==> src/rtl/mux_rr_arbiter_if.sv <==
`default_nettype none
// ============================================================================
// Module      : mux_rr_arbiter_if
// Description : Requester/consumer bundle for the 4:1 mux round-robin arbiter.
// Revision    : 1.0 - initial release
// ============================================================================
interface mux_rr_arbiter_if #(
    parameter int DW = 8
);
    logic [3:0]    req;
    logic [DW-1:0] a;
    logic [DW-1:0] b;
    logic [DW-1:0] c;
    logic [DW-1:0] d;
    logic          out_ready;
    logic          s1;
    logic          s2;
    logic [3:0]    gnt;
    logic [DW-1:0] y;
    logic          out_valid;

    // Requesters and the downstream consumer.
    modport master (
        output req, a, b, c, d, out_ready,
        input  s1, s2, gnt, y, out_valid
    );

    // The arbiter itself.
    modport slave (
        input  req, a, b, c, d, out_ready,
        output s1, s2, gnt, y, out_valid
    );
endinterface
`default_nettype wire

==> src/rtl/mux_rr_arbiter.sv <==
`default_nettype none
// ============================================================================
// Module      : mux_rr_arbiter
// Description : Round-robin arbiter/sequencer driving the shared 4:1 mux
//               selects, a one-hot grant and a valid/ready handshake.
//               Optional bursting is compiled in with MUX_ARB_BURST_EN.
// Revision    : 1.0 - initial release
// ============================================================================
module mux_rr_arbiter #(
    parameter int DW        = 8,
    parameter int MAX_BURST = 4
) (
    input  wire logic         clk,
    input  wire logic         rst,
    mux_rr_arbiter_if.slave   bus
);

    typedef enum logic [0:0] {
        S_IDLE = 1'b0,
        S_XFER = 1'b1
    } state_t;

    state_t     r_state;
    logic [1:0] r_sel;
    logic [1:0] r_ptr;
    logic [3:0] r_gnt;

    logic       w_owner_req;
    logic       w_beat;
    logic       w_burst_cont;
    logic       w_rearb;
    logic [1:0] w_arb_start;
    logic [2:0] w_pick;
    logic       w_load;

    // Returns {found, index} of the first set bit scanning upward from start.
    function automatic logic [2:0] f_pick(input logic [3:0] rq, input logic [1:0] start);
        logic [2:0] res;
        logic [1:0] idx;
        res = 3'b000;
        for (int i = 3; i >= 0; i--) begin
            idx = start + i[1:0];
            if (rq[idx]) begin
                res = {1'b1, idx};
            end
        end
        return res;
    endfunction

    assign w_owner_req = bus.req[r_sel];
    assign w_beat      = (r_state == S_XFER) && w_owner_req && bus.out_ready;

`ifdef MUX_ARB_BURST_EN
    localparam int c_cnt_w = (MAX_BURST > 1) ? $clog2(MAX_BURST) : 1;

    logic [c_cnt_w-1:0] r_cnt;

    assign w_burst_cont = w_owner_req && (r_cnt < c_cnt_w'(MAX_BURST - 1));

    always_ff @(posedge clk or posedge rst) begin
        if (rst) begin
            r_cnt <= '0;
        end else if (w_load) begin
            r_cnt <= '0;
        end else if (w_beat && w_burst_cont) begin
            r_cnt <= r_cnt + 1'b1;
        end
    end
`else
    logic w_unused_max_burst;

    assign w_burst_cont       = 1'b0;
    assign w_unused_max_burst = (MAX_BURST > 0);
`endif

    // Re-arbitration starts just past the current owner so it ranks last.
    assign w_rearb     = (r_state == S_XFER) && (!w_owner_req || (w_beat && !w_burst_cont));
    assign w_arb_start = (r_state == S_IDLE) ? r_ptr : (r_sel + 2'd1);
    assign w_pick      = f_pick(bus.req, w_arb_start);
    assign w_load      = ((r_state == S_IDLE) || w_rearb) && w_pick[2];

    always_ff @(posedge clk or posedge rst) begin
        if (rst) begin
            r_state <= S_IDLE;
            r_sel   <= 2'd0;
            r_ptr   <= 2'd0;
            r_gnt   <= 4'd0;
        end else begin
            case (r_state)
                S_IDLE: begin
                    if (w_pick[2]) begin
                        r_sel   <= w_pick[1:0];
                        r_gnt   <= 4'b0001 << w_pick[1:0];
                        r_state <= S_XFER;
                    end
                end
                S_XFER: begin
                    if (w_beat) begin
                        r_ptr <= r_sel + 2'd1;
                    end
                    if (w_rearb) begin
                        if (w_pick[2]) begin
                            r_sel <= w_pick[1:0];
                            r_gnt <= 4'b0001 << w_pick[1:0];
                        end else begin
                            r_gnt   <= 4'd0;
                            r_state <= S_IDLE;
                        end
                    end
                end
                default: begin
                    r_state <= S_IDLE;
                    r_gnt   <= 4'd0;
                end
            endcase
        end
    end

    assign bus.s1        = r_sel[0];
    assign bus.s2        = r_sel[1];
    assign bus.gnt       = r_gnt;
    assign bus.out_valid = (r_state == S_XFER) && w_owner_req;

    always_comb begin
        bus.y = bus.a;
        case (r_sel)
            2'd0:    bus.y = bus.a;
            2'd1:    bus.y = bus.b;
            2'd2:    bus.y = bus.c;
            default: bus.y = bus.d;
        endcase
    end

endmodule
`default_nettype wire

==> src/flat_wrapper.sv <==
// flat-port wrapper written by rule: the top's interface ports become plain ports
module mux_rr_arbiter_flat 
#(
    parameter int DW        = 8,
    parameter int MAX_BURST = 4
)
  (clk, rst, bus_req, bus_a, bus_b, bus_c, bus_d, bus_out_ready, bus_s1, bus_s2, bus_gnt, bus_y, bus_out_valid);
  mux_rr_arbiter_if #(.DW(DW)) bus_i ();
  input  wire logic clk;
  input  wire logic rst;
  input wire logic [$bits(bus_i.req)-1:0] bus_req;
  input wire logic [$bits(bus_i.a)-1:0] bus_a;
  input wire logic [$bits(bus_i.b)-1:0] bus_b;
  input wire logic [$bits(bus_i.c)-1:0] bus_c;
  input wire logic [$bits(bus_i.d)-1:0] bus_d;
  input wire logic [$bits(bus_i.out_ready)-1:0] bus_out_ready;
  output wire logic [$bits(bus_i.s1)-1:0] bus_s1;
  output wire logic [$bits(bus_i.s2)-1:0] bus_s2;
  output wire logic [$bits(bus_i.gnt)-1:0] bus_gnt;
  output wire logic [$bits(bus_i.y)-1:0] bus_y;
  output wire logic [$bits(bus_i.out_valid)-1:0] bus_out_valid;
  assign bus_i.req = bus_req;
  assign bus_i.a = bus_a;
  assign bus_i.b = bus_b;
  assign bus_i.c = bus_c;
  assign bus_i.d = bus_d;
  assign bus_i.out_ready = bus_out_ready;
  assign bus_s1 = bus_i.s1;
  assign bus_s2 = bus_i.s2;
  assign bus_gnt = bus_i.gnt;
  assign bus_y = bus_i.y;
  assign bus_out_valid = bus_i.out_valid;
  mux_rr_arbiter #(.DW(DW), .MAX_BURST(MAX_BURST)) u_core (.clk(clk), .rst(rst), .bus(bus_i));
endmodule
==> config.mk <==
export PLATFORM = sky130hd
export DESIGN_NAME = mux_rr_arbiter_flat
export DESIGN_NICKNAME = d
export VERILOG_FILES = /design/src/rtl/mux_rr_arbiter_if.sv /design/src/rtl/mux_rr_arbiter.sv /design/src/flat_wrapper.sv
export SDC_FILE = /design/constraint.sdc
export NUM_CORES = 1
export LEC_CHECK = 0
export CAP_MARGIN = 20
export CORE_MARGIN = 3
export CORE_UTILIZATION = 23
export DETAILED_ROUTE_END_ITERATION = 10
export GPL_TIMING_DRIVEN = 0
export PLACE_DENSITY = 0.6
export SLEW_MARGIN = 20
export SYNTH_ARGS = -nofsm -noshare
export SYNTH_HDL_FRONTEND = slang
export SYNTH_SLANG_ARGS = --single-unit
==> constraint.sdc <==
create_clock -name clk -period 3.8 [get_ports clk]
set_input_delay 0.57 -clock clk [delete_from_list [all_inputs] [get_ports clk]]
set_output_delay 0.57 -clock clk [all_outputs]
set_load 0.005 [all_outputs]
==> results of run 1 <==
[kinds of logic after synthesis]
logic type	synth area share, %
multiplexers	17.94
buffers and inverters	8.381
flip-flops	26.47
AND/OR/NAND/NOR	18.68
AO/OA/AOI/OAI	22.65
adder cells (fa/ha/maj)	5.883
[path summary, 6_finish.rpt]
kind,start,end,slack [ns],cells past startpoint
worst min register to register,u_core.bus.gnt[0]$_DFFE_PP0P_,u_core.bus.gnt[0]$_DFFE_PP0P_,0.47,2
min in group asynchronous,rst,u_core.r_ptr[0]$_DFFE_PP0P_,0.60,2
worst max-delay path,bus_req[1],bus_out_valid,1.03,5
max in group asynchronous,rst,u_core.bus.gnt[2]$_DFFE_PP0P_,2.93,2
worst min-delay path,u_core.bus.gnt[0]$_DFFE_PP0P_,u_core.bus.gnt[0]$_DFFE_PP0P_,0.47,2
worst max register to register,u_core.r_sel[0]$_DFFE_PP0P_,u_core.r_sel[0]$_DFFE_PP0P_,1.85,7
[power by group]
group          total (mW)  internal (mW)  switching, mW
Sequential          0.176          0.136         0.0404
Clock               0.110         0.0730         0.0366
Combinational       0.727          0.414          0.313
[layout make-up]
class	count	share of cell area [%]
multi-input cells	61	37.35
repair buffers	53	35.75
flip-flops and latches	9	15.18
well taps	46	3.879
inverters	13	3.288
clock buffers	4	3.035
plain buffers	4	1.518
[layout by cell type, fill, tap and decap left out, drive strengths merged, types with 2 or more instances in the layout]
| cell type | count |
|---|---|
| clkdlybuf4s50 | 53 |
| inv | 13 |
| mux2i | 10 |
| dfrtp | 9 |
| nand2 | 9 |
| a222oi | 8 |
| o21ai | 7 |
| clkbuf | 7 |
| ha | 4 |
| nor2 | 3 |
| nand2b | 3 |
| and2b | 2 |
| nor3 | 2 |
| mux2 | 2 |
[registers in the layout, summed over array words and instances (netlist names)]
signal	cells
u_core.r_ptr	2
u_core.r_state	1
u_core.bus.gnt	4
u_core.r_sel	2
[routing by layer]
| layer | vias to the layer above | wire length, um |
|---|---|---|
| li1 | 434 | - |
| met1 | 406 | 1037 |
| met2 | 52 | 1152 |
| met3 | 0 | 404 |
| met4 | 0 | 0 |
| met5 | - | 0 |
[critical path, cell delays in order]
cell and delay (ns):
clkdlybuf4s50_1 0.51, mux4_2 0.50, nand2_2 0.12, inv_2 0.05, clkdlybuf4s50_1 0.44
[per-stage QoR]
| stage | std cells | cell area (um^2) |
|---|---|---|
| 2_1_floorplan | 87 | 850.8 |
| 3_3_place_gp | 186 | 1439 |
| 3_5_place_dp | 186 | 1439 |
| 4_1_cts | 190 | 1484 |
| 5_1_grt | 190 | 1484 |
| 6_report | 190 | 1484 |
==> out/metrics.cfg, run 1 <==
[global_route]
grt_use_met2_pct = 20.42
grt_pass1_vias = 890
grt_first_pass_wirelength_um = 3967
gr-usage-met3_pct = 5.396
grt_overflow = 0
busiest_layer = met2
grt_max_degree = 10
antenna_found_initial = 0
grt_use_total_pct = 11.31
gr-usage-met1_pct = 12.16

[sta]
hold_viol = 0
rsz0062_at_grt = false
fmax_mhz = 361.5
finalWorstSetupSlack_ns = 1.034
slew_headroom_pct = 60.11
clock_skew_ns = 0.002854
whs_ns = 0.4734
worst_pin_slew_ns = 0.5983
final-setup-viol-count = 0
post-route-period-util_pct = 72.80
layout_min_cycle_time_ns = 2.766
fin_tns_setup_ns = 0
report.final.slew_viol_count = 0

[cts]
cts_tree = built
clk_pin_slew_ns = 0.04
cts_setup_buffers = 0
cts-buffers-inserted = 3
cts-root-buf = clkbuf_8
worstSkewPairLatency_ns = 0.23
h-tree-depth = 1
cts.sinks = 9
post_cts_resized = 0
hold_buffers = 0
clockBufferDepth = 2

[yosys]
syn_area_um2 = 850.8
yosysWarnings = 0
synth_commonest_cells = inv_1 (12), dfrtp_1 (9), mux2i_1 (9)
async_flop_share_pct = 100.0
ys_dominant_reg_cell = dfrtp_1
syn_nets = 130
synth_area_leaders = dfrtp_1 (26%), mux2i_1 (11%), a222oi_1 (9.4%), ha_1 (5.9%), inv_1 (5.3%)
synth.most_common_cell = inv_1
synth_top_area_share_pct = 26.47
synth-seq-cells = 9
synth_cell_types = 32
synth_top_area_cell = dfrtp_1
synth_cells = 87
seq_area_frac_synth_pct = 26.47
synth_edf_count = 0
syn-mean-instance-area_um2 = 9.779

[outcome]
outcome = finished, final reports clean

[placement]
routabilityCongestion = 0.7093
hpwlAfterDp_um = 2101
io_buffers = 53
dp_worst_setup_slack_ns = 1.044

[worst_setup_path]
cp-end-kind = primary output
critPathKind = input port to primary output
crit_required_ns = 3.23
cp_max_fo = 5
arrival_ns = 2.20
start_kind = input port

[drt]
via_per_inst = 4.695
wl_per_cell_um = 13.65
wl_um = 2593
dr_total_vias = 892
antenna_left = 0
drt_iter0_drc = 42
detail_route.first_pass.iterations = 4
drc = 0

[floorplanning]
die_w_um = 66.82
rows = 21
ios = 54
dieArea_um2 = 4465
start_util_pct = 24.72
die_y_um = 66.82
core_area_um2 = 3442

[cells_and_area]
drive_gt1_share_pct = 17.36
antennaDiodeCount = 0
area_growth_pct = 74.41
fin_nets = 188
nFillCells = 335
multi_input_area_um2 = 554.3
final_util_pct = 43.11
seqCellArea_um2 = 225.2

[pwr]
power_mw = 1.013
peakVddDrop_v = 0.0003573
p_leak_nw = 0.6224
power_density_nw_per_um2 = 682.6

[flow_run]
maxCapViolCount = 0

[hold_path]
hold_path.class = register to register

Note: power is estimated with default switching activity, not from simulation.
==> inputs of run 2 (changes only) <==
--- a/config.mk
+++ b/config.mk
@@ -10,7 +10,7 @@
 export CORE_UTILIZATION = 23
 export DETAILED_ROUTE_END_ITERATION = 10
 export GPL_TIMING_DRIVEN = 0
-export PLACE_DENSITY = 0.6
+export PLACE_DENSITY = 0.62
 export SLEW_MARGIN = 20
 export SYNTH_ARGS = -nofsm -noshare
 export SYNTH_HDL_FRONTEND = slang
==> constraint.sdc (replaced) <==
create_clock -name clk -period 2.3 [get_ports clk]
set_input_delay 0.345 -clock clk [delete_from_list [all_inputs] [get_ports clk]]
set_output_delay 0.345 -clock clk [all_outputs]
set_load 0.005 [all_outputs]
==> out/metrics.cfg, run 2 (same netlist as run 1, synthesis figures left out) <==
[global_route]
grt_max_degree = 10
antenna_found_initial = 0
grt_overflow = 0
grt_pass1_vias = 944
grt_use_total_pct = 12.35
grt_first_pass_wirelength_um = 4222

[worst_setup_path]
critical-path-top-delay-family = buffers and inverters
crit_required_ns = 1.96
critPathKind = register to primary output
reg2reg_slack_ns = 0.47
r2r-start = u_core.r_sel[1]$_DFFE_PP0P_
cp_max_fo = 8
start_kind = register
cpPeakStageDelay_ns = 0.45
crit_buf_inv = 2
cp-end-kind = primary output
slowest_stage = clkdlybuf4s50_1
arrival_ns = 1.83
startpoint = u_core.r_sel[1]$_DFFE_PP0P_
worstPathCellList = inv_2 -> ha_4 -> a222oi_1 -> mux2i_1 -> clkdlybuf4s50_1

[drt]
wl_per_cell_um = 14.19
via_per_inst = 4.812
detail_route.first_pass.iterations = 4
drt_iter0_drc = 32
antenna_left = 0
wl_um = 2711
drc = 0
dr_total_vias = 919

[floorplanning]
rows = 21
die_y_um = 66.82
core_area_um2 = 3442
die_w_um = 66.82
ios = 54
dieArea_um2 = 4465
start_util_pct = 24.72

[pwr]
p_comb_share_pct = 73.7
peakVddDrop_v = 0.0003894
seqPwrFrac_pct = 16.3
swShare_pct = 37.91
p_sw_uw = 685.6
p_leak_nw = 0.6891
power.share.clock_pct = 10.0
internal_power_mw = 1.123
power_density_nw_per_um2 = 1158

[sta]
final-setup-viol-count = 0
worst_pin_slew_ns = 0.3523
hold_viol = 0
slew_headroom_pct = 76.42
whs_ns = 0.3664
clock_skew_ns = 0.004684
layout_min_cycle_time_ns = 2.176
post-route-period-util_pct = 94.59
report.final.slew_viol_count = 0
fin_tns_setup_ns = 0
finalWorstSetupSlack_ns = 0.1245
fmax_mhz = 459.7

[hold_path]
hold_path.class = input port to async pin

[cells_and_area]
final_common_cell = clkdlybuf4s50_1
nFillCells = 317
drive_gt1_share_pct = 25.52
instances_no_fill = 191
largest_reg_flops = 4
area_growth_pct = 83.53
fin_nets = 189
antennaDiodeCount = 0
final_cell_mix = clkdlybuf4s50_1 (47), inv_1 (10), mux2i_1 (9)
final_area_um2 = 1562

[cts]
cts.sinks = 9
clk_pin_slew_ns = 0.04
clockBufferDepth = 2
cts-buffers-inserted = 3
hold_buffers = 0
cts-root-buf = clkbuf_8
cts_tree = built
h-tree-depth = 1
worstSkewPairLatency_ns = 0.23

[placement]
io_buffers = 53
dp.cells = 186
hpwlAfterDp_um = 2169
routabilityCongestion = 0.7967
placed_area_um2 = 1439
dp_worst_setup_slack_ns = -0.01217

[flow_run]
maxCapViolCount = 0

[outcome]
outcome = finished, final reports clean

[run 2: cell types whose count changed in the layout (fill, tap and decap cells not counted), sizes merged]
cell,before,now
buf,1,5
clkbuf,7,4
clkdlybuf4s50,53,47
dlygate4sd2,0,1
dlymetal6s2s,0,5
[run 2: final timing paths]
check / to / depth (start not counted)
setup / recovery: bus_y[1] / 5
hold / removal: u_core.bus.gnt[0]$_DFFE_PP0P_ / 2
setup reg to reg: u_core.r_sel[0]$_DFFE_PP0P_ / 7
hold reg to reg: u_core.bus.gnt[3]$_DFFE_PP0P_ / 2
max in group asynchronous: u_core.r_sel[1]$_DFFE_PP0P_ / 2
min in group clk: u_core.bus.gnt[3]$_DFFE_PP0P_ / 2
[run 2: metal layers]
layer  share of wire, %  track usage (%)
met5                  0                0
met1                 34            12.19
met3                 16            5.396
met4                1.7            5.076
met2                 48            22.28
[run 2: area by class of cell]
cell class	count	area (um^2)	share of cell area, %
Clock buffer	4	45.04	2.885
Sequential cell	9	227.7	14.58
Tap cell	46	57.56	3.686
Timing Repair Buffer	57	571.8	36.62
Inverter	13	48.80	3.125
Multi-Input combinational cell	61	599.3	38.38
Buffer	1	11.26	0.7212
[run 2: per-stage QoR]
stage | util (%) | power, mW
final | 45.37 | 1.809
after global routing | 45.37 | 1.965
after CTS | 43.69 | 1.755
after detailed placement | 41.80 | 1.507
after global placement | 41.80 | 1.487
after floorplan | - | 0.9883
[run 2: timing repair]
item | in CTS | in global routing
gates resized for setup | 6 | 12
gates cloned | 0 | 0
buffers inserted | 3 | 1
setup endpoints to repair | 9 | 9
pin swaps | 0 | 5
[run 2: power groups by stage]
stage	clock, mW	sequential (mW)	combinational [mW]
3_3_place_gp	0	0.295	1.19
6_report	0.180	0.295	1.33
4_1_cts	0.185	0.289	1.28
5_1_grt	0.197	0.309	1.46
2_1_floorplan	0	0.285	0.703
3_5_place_dp	0	0.298	1.21
